### config.mk
export PLATFORM = sky130hd
export DESIGN_NAME = prio_rr_arbiter
export DESIGN_NICKNAME = d
export VERILOG_FILES = /design/src/rtl/prio_rr_arbiter.sv
export SDC_FILE = /design/constraint.sdc
export NUM_CORES = 1
export LEC_CHECK = 0
export BUFFER_PORTS_ARGS = -buffer_cell sky130_fd_sc_hd__buf_2
export CAP_MARGIN = 20
export CORE_MARGIN = 8
export CORE_UTILIZATION = 35
export DETAILED_ROUTE_END_ITERATION = 12
export MAX_ROUTING_LAYER = met4
export PLACE_DENSITY = 0.65
export REMOVE_ABC_BUFFERS = 1
export SYNTH_ARGS = -nofsm -noshare
export SYNTH_HDL_FRONTEND = slang
export SYNTH_SLANG_ARGS = --single-unit
### constraint.sdc
create_clock -name clk -period 3.3 [get_ports clk]
set_input_delay 0.66 -clock clk [delete_from_list [all_inputs] [get_ports clk]]
set_output_delay 0.66 -clock clk [all_outputs]
set_load 0.02 [all_outputs]
### src/rtl/prio_rr_arbiter.sv
// Registered N-way arbiter with per-cycle selectable fixed-priority or round-robin
// selection, presenting the winner as index + one-hot under a valid/ready handshake.
module prio_rr_arbiter #(
  parameter int N = 16,
  parameter int W = $clog2(N)
) (
  input  logic         clk,
  input  logic         rst_n,
  input  logic         mode,
  input  logic [N-1:0] req,
  input  logic         grant_ready,
  output logic         grant_valid,
  output logic [W-1:0] grant_idx,
  output logic [N-1:0] grant_onehot,
  output logic [15:0]  grant_count
);

  typedef enum logic {IDLE, GRANT} state_t;

  state_t       state;
  logic [W-1:0] ptr;
  logic         hs;
  logic [W-1:0] base;
  logic         win_found;
  logic [W-1:0] win_idx;

  // Search order base-1 .. 0, N-1 .. base: the highest requester below base wins,
  // otherwise the highest requester at or above base. Fixed priority is base = 0.
  function automatic logic [W:0] pick(input logic [N-1:0] r, input logic [W-1:0] b);
    logic         hit_lo, hit_hi;
    logic [W-1:0] lo, hi;
    hit_lo = 1'b0;
    hit_hi = 1'b0;
    lo     = '0;
    hi     = '0;
    for (int i = 0; i < N; i++) begin
      if (r[i]) begin
        if (W'(i) < b) begin
          hit_lo = 1'b1;
          lo     = W'(i);
        end else begin
          hit_hi = 1'b1;
          hi     = W'(i);
        end
      end
    end
    if (hit_lo) return {1'b1, lo};
    else        return {hit_hi, hi};
  endfunction

  always_comb begin
    hs   = (state == GRANT) && grant_ready;
    base = '0;
    if (mode) base = hs ? grant_idx : ptr;
    {win_found, win_idx} = pick(req, base);
  end

  always_ff @(posedge clk or negedge rst_n) begin
    if (!rst_n) begin
      state        <= IDLE;
      grant_valid  <= 1'b0;
      grant_idx    <= '0;
      grant_onehot <= '0;
      grant_count  <= '0;
      ptr          <= '0;
    end else begin
      if (hs) begin
        grant_count <= grant_count + 16'd1;
        ptr         <= grant_idx;
      end
      // A stalled grant holds idx/onehot regardless of req.
      if (state == IDLE || hs) begin
        if (win_found) begin
          state        <= GRANT;
          grant_valid  <= 1'b1;
          grant_idx    <= win_idx;
          grant_onehot <= N'(1) << win_idx;
        end else begin
          state        <= IDLE;
          grant_valid  <= 1'b0;
          grant_onehot <= '0;
        end
      end
    end
  end

endmodule

==> impl_metrics.yaml <==
worst_setup_path:
  timing.critical_path.buf_inv: 2
  setup.worst_path.end_class: "flop"
  timing.critical_path.from_type: "flop"
  worst-r2r-cell-count: 9
  crit_top_cell: "sky130_fd_sc_hd__buf_4"
  timing.critical_path.slowest_cell_delay_ns: 0.50
  path_cells: "and2_1 > mux2_4 > o211a_1 > a311oi_2 > buf_4 > nand4b_4 > buf_4 > o32ai_2 > a32o_1"
  critPathArrivalTime_ns: 3.30
  worst_path_max_delay_cell: "sky130_fd_sc_hd__dfrtp_1"
  crit_family: "compound AO/OA/AOI/OAI gates"
  timing.reg2reg.setup_slack_ns: 0.23
  timing.critical_path.required_ns: 3.53
  critPathMaxFanout: 9
  path_depth: 9
  critical_path_class: "reg2reg"
floorplanning:
  height_of_the_chip_um: 103
  ioPinCount: 57
  design.die.area_um2: 10500
  die_width_um: 103
  start_util_pct: 36.2
  placementRows: 31
  core_um2: 7250
sta:
  hold_viol_final: 0
  setup_viol: 0
  finalClockSkew_ns: 0.00578
  slew_viol_final: 0
  period_minus_slack_ns: 3.07
  final.period_utilization_pct: 93.2
  fmax_mhz: 325
  grt_setup_unrepaired: "no"
  maxSlewHeadroom_pct: 39.1
  timing_worst_slew_pin_value_ns: 0.913
grt:
  grt_usage_pct: 16.1
  vias_in_the_first_global_route: 2587
  antenna_found_initial: 0
  grt_pass1_wl_mm: 13.1
  largest_net_degree_at_the_start_of_global_routing: 42
  total_overflow_reported_by_the_global_router: 0
finish:
  antenna-diode-count: 0
  area_growth_syn_to_layout_pct: 31.0
  most_common_cell_after_layout_fill_and_taps_aside: "sky130_fd_sc_hd__buf_2"
  layout_common_cells: "56 x sky130_fd_sc_hd__buf_2, 49 x sky130_fd_sc_hd__buf_4, 41 x sky130_fd_sc_hd__dfrtp_1"
  layout.cells.non_filler: 468
  fraction_of_layout_instances_using_a_drive_strength_above_1_pct: 35.8
  final_core_utilization_pct: 47.5
  num-nets-final: 389
clock_tree:
  postCtsHoldBufs: 0
  worst_skew_pair.late_latency_ns: 0.29
  cts.clk_slew.worst_paths_ns: 0.08
  master_cell_of_the_clock_root_buffer: "sky130_fd_sc_hd__clkbuf_8"
  cts_post_setup_buffers_inserted: 0
  cts.sinks: 41
  cts_max_path_buffers: 2
  htree_depth: 2
  cts_tree: "built"
  inserted_clock_buffers: 5
yosys:
  yosys.area.top_type: "sky130_fd_sc_hd__dfrtp_1"
  synthArstFlopShare_pct: 100
  syn-cell-area_um2: 2630
  synth-edff-count: 0
  synth_seq_cells: 41
  synth_cell_types: 67
  portion_of_the_post_synthesis_area_used_by_sequential_elements_pct: 39.0
  synth_cells: 270
  synth_warnings: 0
  syn_avg_cell_area_um2: 9.73
  synth_top_flop_cell: "sky130_fd_sc_hd__dfrtp_1"
  synthTopCellsByArea: "sky130_fd_sc_hd__dfrtp_1 39%, sky130_fd_sc_hd__a32o_1 6.9%, sky130_fd_sc_hd__xnor2_1 4.0%"
  post_synth_top_area_share_pct: 39.0
placement:
  buffer_ports.inserted: 56
  place.gp.congestion: 1.01
  dp_hpwl_mm: 6.39
  numPlacedInstances: 460
routing:
  wire_per_inst_um: 17.2
  first_iter_violations: 103
  vias: 2629
  totalWireLength_mm: 8.06
  ant_nets: 0
  drt-pass1-iter-count: 4
  vias_per_cell: 5.62
  post-route-drc-count: 0
hold_path:
  hold_path_class: "reg2reg"
  min_delay_path_depth: 1
outcome:
  status: "completed"
power_and_ir_drop:
  irDropWorstVdd_uv: 401
  leakagePower_uw: 0.00161
  power.density_cell_area_nw_per_um2: 679
flow_run:
  cap_violations: 0
[worst paths after layout]
check                                      from                to
worst max-delay path                      state   grant_onehot[3]
worst min-delay path            grant_count[15]   grant_count[15]
worst max register to register            state   grant_onehot[3]
worst min register to register  grant_count[15]   grant_count[15]
max in group asynchronous                 rst_n  grant_onehot[15]
min in group asynchronous                 rst_n    grant_count[0]
[cell type report]
| class | instances | area [um^2] |
|---|---|---|
| Multi-Input combinational cell | 209 | 1500 |
| Sequential cell | 41 | 1030 |
| Clock inverter | 2 | 37.5 |
| Timing Repair Buffer | 105 | 648 |
| Tap cell | 99 | 124 |
| Clock buffer | 6 | 82.6 |
| Inverter | 6 | 22.5 |
| Fill cell | 720 | 3810 |
[cell families (layout without fill, tap and decap cells)]
kind of cell / count (synthesis) / count (layout) / share of synthesized area (%)
AOI/OAI and AO/OA: 106 / 106 / 32.2
muxes: 2 / 2 / 1.00
adders and majority gates: 1 / 1 / 0.476
xor gates and xnor gates: 15 / 15 / 5.00
buffers and inverters: 20 / 119 / 4.09
DFF: 41 / 41 / 39.0
and+or+nand+nor: 85 / 85 / 18.2
[cells in the mapped netlist, types with 2 or more instances]
cell type and instances:
sky130_fd_sc_hd__and4_1 2, sky130_fd_sc_hd__a221oi_1 3, sky130_fd_sc_hd__xnor2_1 12, sky130_fd_sc_hd__a21bo_2 2, sky130_fd_sc_hd__nand2b_1 4, sky130_fd_sc_hd__a211o_1 3, sky130_fd_sc_hd__nand3_1 9, sky130_fd_sc_hd__a21oi_1 16
sky130_fd_sc_hd__and2_1 4, sky130_fd_sc_hd__o211a_1 2, sky130_fd_sc_hd__buf_4 3, sky130_fd_sc_hd__o31ai_1 4, sky130_fd_sc_hd__a21o_1 4, sky130_fd_sc_hd__buf_6 2, sky130_fd_sc_hd__a32o_1 18, sky130_fd_sc_hd__nand2_1 21
sky130_fd_sc_hd__o21ai_0 10, sky130_fd_sc_hd__inv_1 6, sky130_fd_sc_hd__nand4_1 8, sky130_fd_sc_hd__or2_2 2, sky130_fd_sc_hd__o22a_1 2, sky130_fd_sc_hd__nor2_1 12, sky130_fd_sc_hd__dfrtp_1 41, sky130_fd_sc_hd__buf_2 5
sky130_fd_sc_hd__and3_1 6, sky130_fd_sc_hd__xor2_1 3, sky130_fd_sc_hd__a211oi_1 4, sky130_fd_sc_hd__o21ai_2 2, sky130_fd_sc_hd__a21boi_0 3, sky130_fd_sc_hd__nor3_1 3, sky130_fd_sc_hd__a31oi_1 5, sky130_fd_sc_hd__nor2b_1 5
sky130_fd_sc_hd__o21ai_1 3, sky130_fd_sc_hd__o21a_1 3, sky130_fd_sc_hd__clkbuf_1 3, sky130_fd_sc_hd__o2111ai_1 2, sky130_fd_sc_hd__o211ai_1 2, sky130_fd_sc_hd__a31o_2 2
[state kept, by name, indices dropped and copies added (netlist names)]
signal and count:
ptr 4, grant_count 16, state 1, grant_idx 4
grant_onehot 16
[power by group]
group | internal (uW) | switching [uW] | leakage (uW)
Clock | 246 | 174 | 0.0000574
Combinational | 495 | 661 | 0.00101
Sequential | 623 | 136 | 0.000538
[per-layer routing]
layer	routed length [um]	global-route usage, %	vias up	share of wire, %
met5	0	-	-	0
met1	3600	21.0	1269	45
li1	-	-	1255	-
met2	3750	25.2	99	47
met4	39	3.05	0	0.48
met3	665	3.51	6	8.3
[stage by stage]
step                instance area, um^2  TNS (ns)  hold slack [ns]  setup WS [ns]  power, uW
finish                             3440         0            0.486          0.226       2340
global route                       3440         0            0.507         0.0144       2490
CTS                                3430         0            0.499          0.240       2350
detailed placement                 3310   -0.0691            0.481        -0.0155       1910
global placement                   3310    -0.177            0.472        -0.0218       1900
floorplan                          2540         0            0.364          0.310       1400
[what timing repair did]
item | CTS | global route
endpoints found under the setup margin | 0 | 9
gates resized for setup | 0 | 2
endpoints found under the hold margin | 0 | 0
No activity file was read; power rests on OpenSTA's default activity.
